===== src/rtl/sram_stream_loader_pkg.sv =====
// Shared types and constants for the SRAM stream loader and its byte packer.
package sram_stream_loader_pkg;

   localparam int BYTE_W = 8;

   localparam logic LD_WRITE  = 1'b0;
   localparam logic LD_VERIFY = 1'b1;

   typedef enum logic [2:0] {
      ST_IDLE,
      ST_CHECK,
      ST_COLLECT,
      ST_WRITE,
      ST_READ,
      ST_WAIT,
      ST_CMP,
      ST_FIN
   } loader_state_t;

endpackage


===== src/rtl/sram_stream_loader_byte_packer.sv =====
// Packs a byte stream little-endian into words: the first byte of a word ends up
// in the least significant byte once the word is complete.
module sram_stream_loader_byte_packer
   import sram_stream_loader_pkg::*;
#(
   parameter int WORD_W = 32
) (
   input  logic              i_clk,
   input  logic              i_reset,
   input  logic              i_clear,
   input  logic              i_byte_valid,
   input  logic [BYTE_W-1:0] i_byte,
   output logic [WORD_W-1:0] o_word,
   output logic              o_last
);

   localparam int NB   = WORD_W / BYTE_W;
   localparam int BC_W = (NB > 1) ? $clog2(NB) : 1;

   logic [BC_W-1:0]   r_count;
   logic [WORD_W-1:0] r_word;
   logic [WORD_W-1:0] w_shifted;

   // New bytes enter at the top and drift down, so byte 0 lands in bits [7:0].
   assign w_shifted = (r_word >> BYTE_W) | (WORD_W'(i_byte) << (WORD_W - BYTE_W));

   always_ff @(posedge i_clk) begin
      if (i_reset || i_clear) begin
         r_count <= '0;
         r_word  <= '0;
      end else if (i_byte_valid) begin
         r_word <= w_shifted;
         if (o_last) begin
            r_count <= '0;
         end else begin
            r_count <= r_count + 1'b1;
         end
      end
   end

   assign o_word = r_word;
   assign o_last = (r_count == BC_W'(NB - 1));

endmodule


===== src/rtl/sram_stream_loader.sv =====
// Fills or verifies a contiguous SRAM region from a byte stream, one word at a time,
// with single-cycle write/read strobes and a saturating mismatch counter.
module sram_stream_loader
   import sram_stream_loader_pkg::*;
#(
   parameter int WORD_W = 32,
   parameter int ADDR_W = 7,
   parameter int DEPTH  = 128,
   parameter int RD_LAT = 1,
   parameter int CNT_W  = 16
) (
   input  logic              i_clk,
   input  logic              i_reset,
   input  logic              i_start,
   input  logic              i_mode,
   input  logic [ADDR_W-1:0] i_base_addr,
   input  logic [ADDR_W:0]   i_num_words,
   input  logic              i_in_valid,
   input  logic [BYTE_W-1:0] i_in_data,
   output logic              o_in_ready,
   output logic [ADDR_W-1:0] o_sram_addr,
   output logic              o_sram_addr_ready,
   output logic              o_sram_write_pulse,
   output logic              o_sram_read_pulse,
   output logic [WORD_W-1:0] o_sram_datain,
   input  logic [WORD_W-1:0] i_sram_dataout,
   output logic              o_busy,
   output logic              o_done,
   output logic              o_range_err,
   output logic [CNT_W-1:0]  o_mismatch_cnt,
   output logic [ADDR_W-1:0] o_first_mm_addr
);

   localparam int WAIT_W = 3;

   loader_state_t     r_state;
   logic              r_mode;
   logic [ADDR_W-1:0] r_base;
   logic [ADDR_W:0]   r_num;
   logic [ADDR_W:0]   r_left;
   logic [WAIT_W-1:0] r_wait;
   logic              r_in_ready;
   logic [ADDR_W-1:0] r_addr;
   logic              r_addr_ready;
   logic              r_wr_pulse;
   logic              r_rd_pulse;
   logic              r_busy;
   logic              r_done;
   logic              r_range_err;
   logic [CNT_W-1:0]  r_mm_cnt;
   logic [ADDR_W-1:0] r_first_mm;

   logic              w_accept;
   logic              w_clear;
   logic              w_last;
   logic [WORD_W-1:0] w_word;
   logic [ADDR_W+1:0] w_end;
   logic              w_mismatch;

   assign w_accept   = i_in_valid && r_in_ready;
   assign w_clear    = (r_state == ST_IDLE) && i_start;
   // One extra bit of headroom keeps base+num from overflowing before the compare.
   assign w_end      = {2'b00, r_base} + {1'b0, r_num};
   assign w_mismatch = (i_sram_dataout != w_word);

   sram_stream_loader_byte_packer #(
      .WORD_W (WORD_W)
   ) u_packer (
      .i_clk        (i_clk),
      .i_reset      (i_reset),
      .i_clear      (w_clear),
      .i_byte_valid (w_accept),
      .i_byte       (i_in_data),
      .o_word       (w_word),
      .o_last       (w_last)
   );

   always_ff @(posedge i_clk) begin
      if (i_reset) begin
         r_state      <= ST_IDLE;
         r_mode       <= LD_WRITE;
         r_base       <= '0;
         r_num        <= '0;
         r_left       <= '0;
         r_wait       <= '0;
         r_in_ready   <= 1'b0;
         r_addr       <= '0;
         r_addr_ready <= 1'b0;
         r_wr_pulse   <= 1'b0;
         r_rd_pulse   <= 1'b0;
         r_busy       <= 1'b0;
         r_done       <= 1'b0;
         r_range_err  <= 1'b0;
         r_mm_cnt     <= '0;
         r_first_mm   <= '0;
      end else begin
         r_wr_pulse <= 1'b0;
         r_rd_pulse <= 1'b0;
         r_done     <= 1'b0;
         case (r_state)
            ST_IDLE: begin
               if (i_start) begin
                  r_mode      <= i_mode;
                  r_base      <= i_base_addr;
                  r_num       <= i_num_words;
                  r_mm_cnt    <= '0;
                  r_range_err <= 1'b0;
                  r_busy      <= 1'b1;
                  r_state     <= ST_CHECK;
               end
            end
            ST_CHECK: begin
               if (w_end > (ADDR_W+2)'(DEPTH)) begin
                  r_range_err <= 1'b1;
                  r_done      <= 1'b1;
                  r_state     <= ST_FIN;
               end else if (r_num == '0) begin
                  r_done  <= 1'b1;
                  r_state <= ST_FIN;
               end else begin
                  r_addr     <= r_base;
                  r_left     <= r_num;
                  r_in_ready <= 1'b1;
                  r_state    <= ST_COLLECT;
               end
            end
            ST_COLLECT: begin
               if (w_accept && w_last) begin
                  r_in_ready   <= 1'b0;
                  r_addr_ready <= 1'b1;
                  if (r_mode == LD_VERIFY) begin
                     r_rd_pulse <= 1'b1;
                     r_state    <= ST_READ;
                  end else begin
                     r_wr_pulse <= 1'b1;
                     r_state    <= ST_WRITE;
                  end
               end
            end
            ST_READ: begin
               if (RD_LAT > 1) begin
                  r_wait  <= WAIT_W'(RD_LAT - 2);
                  r_state <= ST_WAIT;
               end else begin
                  r_addr_ready <= 1'b0;
                  r_state      <= ST_CMP;
               end
            end
            ST_WAIT: begin
               if (r_wait == '0) begin
                  r_addr_ready <= 1'b0;
                  r_state      <= ST_CMP;
               end else begin
                  r_wait <= r_wait - 1'b1;
               end
            end
            ST_WRITE, ST_CMP: begin
               // Only the compare state scores read data; both then advance to the next word.
               if (r_state == ST_CMP && w_mismatch) begin
                  if (r_mm_cnt == '0) begin
                     r_first_mm <= r_addr;
                  end
                  if (r_mm_cnt != '1) begin
                     r_mm_cnt <= r_mm_cnt + 1'b1;
                  end
               end
               r_addr_ready <= 1'b0;
               if (r_left == (ADDR_W+1)'(1)) begin
                  r_done  <= 1'b1;
                  r_state <= ST_FIN;
               end else begin
                  r_addr     <= r_addr + 1'b1;
                  r_left     <= r_left - 1'b1;
                  r_in_ready <= 1'b1;
                  r_state    <= ST_COLLECT;
               end
            end
            ST_FIN: begin
               r_busy  <= 1'b0;
               r_state <= ST_IDLE;
            end
            default: begin
               r_state <= ST_IDLE;
            end
         endcase
      end
   end

   assign o_in_ready         = r_in_ready;
   assign o_sram_addr        = r_addr;
   assign o_sram_addr_ready  = r_addr_ready;
   assign o_sram_write_pulse = r_wr_pulse;
   assign o_sram_read_pulse  = r_rd_pulse;
   assign o_sram_datain      = w_word;
   assign o_busy             = r_busy;
   assign o_done             = r_done;
   assign o_range_err        = r_range_err;
   assign o_mismatch_cnt     = r_mm_cnt;
   assign o_first_mm_addr    = r_first_mm;

endmodule

===== config.mk =====
export PLATFORM = sky130hd
export DESIGN_NAME = sram_stream_loader
export DESIGN_NICKNAME = d
export VERILOG_FILES = /design/src/rtl/sram_stream_loader_pkg.sv /design/src/rtl/sram_stream_loader_byte_packer.sv /design/src/rtl/sram_stream_loader.sv
export SDC_FILE = /design/constraint.sdc
export NUM_CORES = 1
export LEC_CHECK = 0
export BUFFER_PORTS_ARGS = -buffer_cell sky130_fd_sc_hd__buf_2
export CAP_MARGIN = 0
export CORE_UTILIZATION = 40
export CTS_CLUSTER_DIAMETER = 50
export DETAILED_ROUTE_END_ITERATION = 10
export PLACE_DENSITY = 0.64
export SLEW_MARGIN = 20
export SYNTH_ARGS = -nofsm -noshare
export SYNTH_HDL_FRONTEND = slang
export SYNTH_SLANG_ARGS = --single-unit
export TNS_END_PERCENT = 20

===== constraint.sdc =====
create_clock -name i_clk -period 3.5 [get_ports i_clk]
set_input_delay 0.35 -clock i_clk [delete_from_list [all_inputs] [get_ports i_clk]]
set_output_delay 0.35 -clock i_clk [all_outputs]
set_load 0.1 [all_outputs]

# Word-level counts from Yosys, hierarchy flattened

Cells that the tools add are included.

Flip-flop bits (word level): 101
Bits in latches: 0
Bits in writable memories: 0
Bits in read-only memories: 0
Input port bits: 60
Output and inout port bits: 69
Word-level logic and storage cells: 117
Memories kept: 0

Add/sub/neg operators: 6
Multiply operators: 0
Div/mod/pow operators: 0
$lt $le $gt $ge: 1
Equality and inequality tests: 20
Shift operators: 0
Muxes and demuxes: 40
Bitwise logic cells: 4
Reduce and logical (&&, ||, !) cells: 28

Operators by type and width:

| kind                                                          | count |
|---|---|
| two-way mux 16 bit                                            | 3 |
| inequality test 32 bit                                        | 1 |
| OR 24 x 32 -> 32 bit                                          | 1 |
| case mux 16 bit (2 select lines)                              | 1 |
| two-way mux 8 bit                                             | 3 |
| two-way mux 3 bit                                             | 7 |
| two-way mux 7 bit                                             | 3 |
| case mux 3 bit (7 select lines)                               | 1 |
| inequality test 2 bit, second input constant                  | 9 |
| adder 16 x 1 -> 16 bit, second input constant                 | 1 |
| zero test 16 bit                                              | 1 |
| inequality test 16 bit, second input constant                 | 1 |
| case mux 8 bit (2 select lines)                               | 1 |
| two-way mux 1 bit                                             | 14 |
| case mux 7 bit (2 select lines)                               | 1 |
| == test 3 bit, second input constant                          | 4 |
| AND reduction 3 bit                                           | 4 |
| adder 7 x 8 -> 9 bit                                          | 1 |
| greater-than comparator 9 x 8 -> 1 bit, second input constant | 1 |
| == test 8 x 1 -> 1 bit, second input constant                 | 1 |
| zero test 8 bit                                               | 1 |
| AND reduction 4 bit                                           | 2 |
| nonzero test 2 bit                                            | 4 |
| subtractor 8 x 1 -> 8 bit, second input constant              | 1 |
| other kinds (18)                                              | 32 |

# Logic depth before layout (Yosys ltp)

Depth after elaboration: 4
Mapped depth: 10
Depth with buffers taken out: 9

# Cells and area by module

A second synthesis with hierarchy kept.

Cell total of the unflattened synthesis: 626
Area total of the unflattened synthesis: 5,320.1 sq um

Modules (own cells, without submodules):

| module                         | times used | cells an instance | area each (sq um) | seq. area each (sq um) |
|---|---|---|---|---|
| sram_stream_loader             | 1          | 513               | 4,077.7           | 1,341.3 |
| sram_stream_loader_byte_packer | 1          | 113               | 1,242.4           | 680.7 |

# Least setup slack after synthesis

OpenSTA, ideal clock, no wires.

Path type: register to register
From: register r_mm_cnt[3] (netlist: o_mismatch_cnt[3])
To: register r_mm_cnt[3] (netlist: o_mismatch_cnt[3])
Library setup time: 0.070 ns
Data arrival time: 2.728 ns
Required time: 3.430 ns
Path slack: 0.702 ns
Cell stages (with the launch flop): 9
Buffers on the path: 1
Clock period less this slack: 2.798 ns
Path through: dfxtp_1 -> nand4_1 -> nor2_1 -> and4_1 -> nand4_1 -> a21oi_1 -> clkbuf_1 -> o21ai_0 -> a21oi_1

Cells in the longest elaborated chain, start to end: 4
Elaborated cells on any way between the ends: 7
Those cells by class: 1 x add/sub; 2 x eq/ne; 3 x mux; 1 x reduce/logical

RTL lines:

| what                             | RTL line                  | source |
|---|---|---|
| from (decl)                      | sram_stream_loader.sv:50  | `logic [CNT_W-1:0] r_mm_cnt;` |
| from (signal assigned)           | sram_stream_loader.sv:164 | `r_mm_cnt <= r_mm_cnt + 1'b1;` |
| adder 16 x 1 -> 16 bit           | sram_stream_loader.sv:164 |  |
| two-way mux 16 bit               | sram_stream_loader.sv:163 | `if (r_mm_cnt != '1) begin` |
| two-way mux 16 bit               | sram_stream_loader.sv:159 | `if (r_state == ST_CMP && w_mismatch) begin` |
| case mux 16 bit (2 select lines) | sram_stream_loader.sv:100 | `case (r_state)` |

Parallel ways exist; a longest one is shown, timed or not. The select of a mux whose other input is x is not followed.
A chain may end at the register's enable or synchronous reset.

# Worst setup path after layout

From: register r_num[0]
To: register r_left[7]

Cells in the longest elaborated chain, start to end: 4
Elaborated cells on any way between the ends: 6
Those cells by class: 1 x add/sub; 1 x order compare; 2 x eq/ne; 2 x reduce/logical

RTL lines:

| what                                   | RTL line                  | source |
|---|---|---|
| from (decl)                            | sram_stream_loader.sv:39  | `logic [ADDR_W:0] r_num;` |
| from (signal assigned)                 | sram_stream_loader.sv:105 | `r_num <= i_num_words;` |
| adder 7 x 8 -> 9 bit                   | sram_stream_loader.sv:63  | `assign w_end = {2'b00, r_base} + {1'b0, r_num};` |
| greater-than comparator 9 x 8 -> 1 bit | sram_stream_loader.sv:113 | `if (w_end > (ADDR_W+2)'(DEPTH)) begin` |
| inequality test 2 bit (no line)        | -                         |  |
| AND reduction 4 bit (no line) *        | -                         |  |
| to (signal assigned)                   | sram_stream_loader.sv:122 | `r_left <= r_num;` |
| to (signal assigned)                   | sram_stream_loader.sv:173 | `r_left <= r_left - 1'b1;` |
| to (decl)                              | sram_stream_loader.sv:40  | `logic [ADDR_W:0] r_left;` |

Mark *: on every way between the ends. The rest lies on a longest branch, timed or not.

==> run metrics <==
status=completed; setup_tns=0 ns; Crit Path Max Fanout=8; number of diodes=0; first-pass GRT wire length=22560 microns; Slowest-stage cell, CP=or4_1; fin crit share=82.39%; Worst R2R End=r_left[7]$_SDFFE_PP0P_; max-slew violations=0; cell breakdown of the critical path=ha_1 > fa_1 > a21o_1 > a22oi_1 > a211oi_1 > nand4bb_4 > and2_4 > or4_1 > a31oi_1; RSZ-0062 raised after global routing=no; # placed instances=940; CTS sink count=101; vias in the first global route=4668; CTS resizes=0; initial core utilization=41.46%; Main synth FF type=dfxtp_1; CP Depth=9; Crit. Startpoint=r_num[0]$_SDFFE_PP0P_; Leakage=0.002803 uW; synthesized instance count=667; clk_skew=0.009703 ns; WL final=14330 microns; total gr overflow=0; CTS Buffer Depth=2; reg2reg start=r_num[0]$_SDFFE_PP0P_; Slew headroom=44.94%; fmax=0.3468 GHz; Clock Root Buffer=clkbuf_16; Post-CTS Setup Bufs=0; antenna violations before repair=0; hpwl dp=10460 microns; die area=0.01371 sq mm; hold slack=0.2365 ns; Netlist Area Pre-Place=0.005296 sq mm; Largest stage delay, worst path=0.52 ns; Max-Cap Viols=0; cell family with most CP delay=simple AND/OR/NAND/NOR gates; io pins=129; Die Ht=117.1 microns; layout cell share with drive strength beyond 1=21.56%; # hold bufs at CTS=0; worst path bufs/invs=0; RePlAce Congestion=0.8269; Worst setup EP type=flip-flop; Fin. Hold Viols=0; Vias=5183; Port Buffers=128; vias per cell=5.422; syn_nets=743; Distinct cells, synth=61; EDFF count, synth=0; pin count of the biggest net entering global routing=53; Async SR Flop Fraction=0%; crit start category=flip-flop; insertion delay to the later sink of the worst-skew pair=0.35 ns; Layout area overhead=21.50%; die width=117.1 microns; Critical path destination=r_left[7]$_SDFFE_PP0P_; Total GRT Usage=21.13%; Final Instance Count excl. Fillers=956; Num CTS Buffers=9; H-tree depth=3; DRC=0; core area=0.01277 sq mm; VDD IR max=323.8 uV; sequential share of the synthesized area=38.18%; Cell Rows=41; Worst-Margin Slew=0.8258 ns; WS Path Type=reg2reg; CTS tree=built; post-synthesis register bit count=101; Post-Syn Area per Cell=7.941 sq um; pwr dens=629.9 mW/mm^2; Worst-path clk slew=0.06 ns; CP arrival=3.16 ns; commonest non-fill, non-tap cell in the layout=nand2_1; drt wl/cell=14.99 microns; most frequent cells in the layout=136 x nand2_1, 128 x buf_2, 101 x dfxtp_1; Setup Viol. Count Final=0; Worst EP required=3.77 ns; Warnings, synthesis=0; worst reg-to-reg path cell count=9; Worst R2R Setup Slack=0.62 ns; # nets final=855; initial DRC count=363; Min-Delay Path Class=in2reg; Pre-Repair DR Iteration Count=8; min cycle time layout=2.884 ns; Post-DRT Antenna Nets=0
worst min-delay path by stage:
stage | from | end | slack, ns | cells after the start
2_1_floorplan | u_packer.r_count[1]$_SDFFE_PP0P_ | u_packer.r_count[1]$_SDFFE_PP0P_ | 0.44 | 2
3_3_place_gp | o_sram_addr_ready$_SDFFE_PP0P_ | o_sram_addr_ready$_SDFFE_PP0P_ | 0.44 | 2
3_5_place_dp | o_sram_addr_ready$_SDFFE_PP0P_ | o_sram_addr_ready$_SDFFE_PP0P_ | 0.45 | 2
4_1_cts | i_in_data[7] | u_packer.o_word[31]$_SDFFE_PP0P_ | 0.23 | 3
5_1_grt | i_in_data[7] | u_packer.o_word[31]$_SDFFE_PP0P_ | 0.23 | 3
6_report | i_num_words[2] | r_num[2]$_SDFFE_PP0P_ | 0.24 | 3
tightest hold or removal path: cells and delay by family:
kind	cells	cell delay, ns
AO/OA/AOI/OAI	1	0.05
buffers and inverters	1	0.09
AND/OR/NAND/NOR	1	0.04
area by class of cell:
class,count,area [sq um]
multi-input cells,516,3085
fillers,1271,6339
repair buffers,135,693.2
flip-flops and latches,101,2022
inverters,16,60.06
clock buffers,11,252.7
well taps,172,215.2
clock inverters,5,106.4
sequential cells by signal, summed over array words and instances, names as in the netlist:
| signal | cells |
|---|---|
| o_sram_read_pulse | 1 |
| o_busy | 1 |
| o_mismatch_cnt | 16 |
| o_range_err | 1 |
| o_first_mm_addr | 7 |
| r_left | 8 |
| r_wait | 3 |
| o_sram_addr_ready | 1 |
| r_num | 8 |
| u_packer.r_count | 2 |
| o_in_ready | 1 |
| o_sram_addr | 7 |
| r_state | 3 |
| o_done | 1 |
| r_mode | 1 |
| u_packer.o_word | 32 |
| o_sram_write_pulse | 1 |
| r_base | 7 |
where the power goes:
| part | total [uW] | internal [uW] | switching [uW] |
|---|---|---|---|
| Combinational | 1470 | 454 | 1020 |
| Clock | 1180 | 739 | 441 |
| Sequential | 1400 | 1250 | 147 |
| Total | 4050 | 2450 | 1610 |
metal layers:
layer,vias up,track usage (%),share of wire [%]
li1,2591,-,-
met1,2403,26.90,45
met2,172,35.42,47
met3,17,5.046,6.3
met4,0,6.498,1.4
met5,-,0,0
synthesized netlist by cell type (2+ instances only):
library cell	count	share of area, %
o32ai_1	2	0.33
mux2i_1	14	2.6
nor3_1	12	1.1
inv_1	16	1.1
dfxtp_1	101	38
buf_1	2	0.14
xnor2_1	2	0.33
nand2_1	137	9.7
o41ai_1	2	0.33
nand2b_1	9	1.1
o22ai_1	6	0.71
a22oi_1	7	0.99
a21o_1	4	0.57
and2_1	5	0.59
nand4_1	10	1.2
clkbuf_1	30	2.1
nand3_1	13	1.2
or2_2	2	0.24
or3_1	7	0.83
ha_1	15	3.5
xor2_1	34	5.6
and3_1	9	1.1
o31ai_1	5	0.71
nor2b_1	4	0.47
o21ai_1	2	0.19
a211oi_1	8	1.1
nor4_1	14	1.7
a21oi_1	85	8.0
and4_1	2	0.33
o21a_1	6	0.85
o21ai_0	19	1.8
nor2_1	39	2.8
o211ai_1	3	0.43
o221ai_1	2	0.33
a41o_1	3	0.57
a31oi_1	8	0.94
or4_1	3	0.43
nor3b_1	2	0.28
metrics by stage:
stage	worst slack, ns	util, %	total power, uW	cell area (sq um)
after global routing	0.4016	50.38	4287	6435
after detailed placement	0.6393	47.55	2888	6073
after floorplan	0.7016	-	2561	5296
final	0.6165	50.38	4053	6435
after CTS	0.6184	50.36	4073	6432
after global placement	0.7063	47.55	2868	6073
logic make-up after synthesis:
family | count (synthesis) | share of synthesized area (%)
adder cells (fa/ha/maj) | 16 | 3.922
flip-flops | 101 | 38.18
XOR/XNOR | 37 | 6.261
multiplexers | 14 | 2.646
buffers and inverters | 50 | 3.709
AND/OR/NAND/NOR | 274 | 24.59
AO/OA/AOI/OAI | 175 | 20.70
No activity file was read; power rests on OpenSTA's default activity.
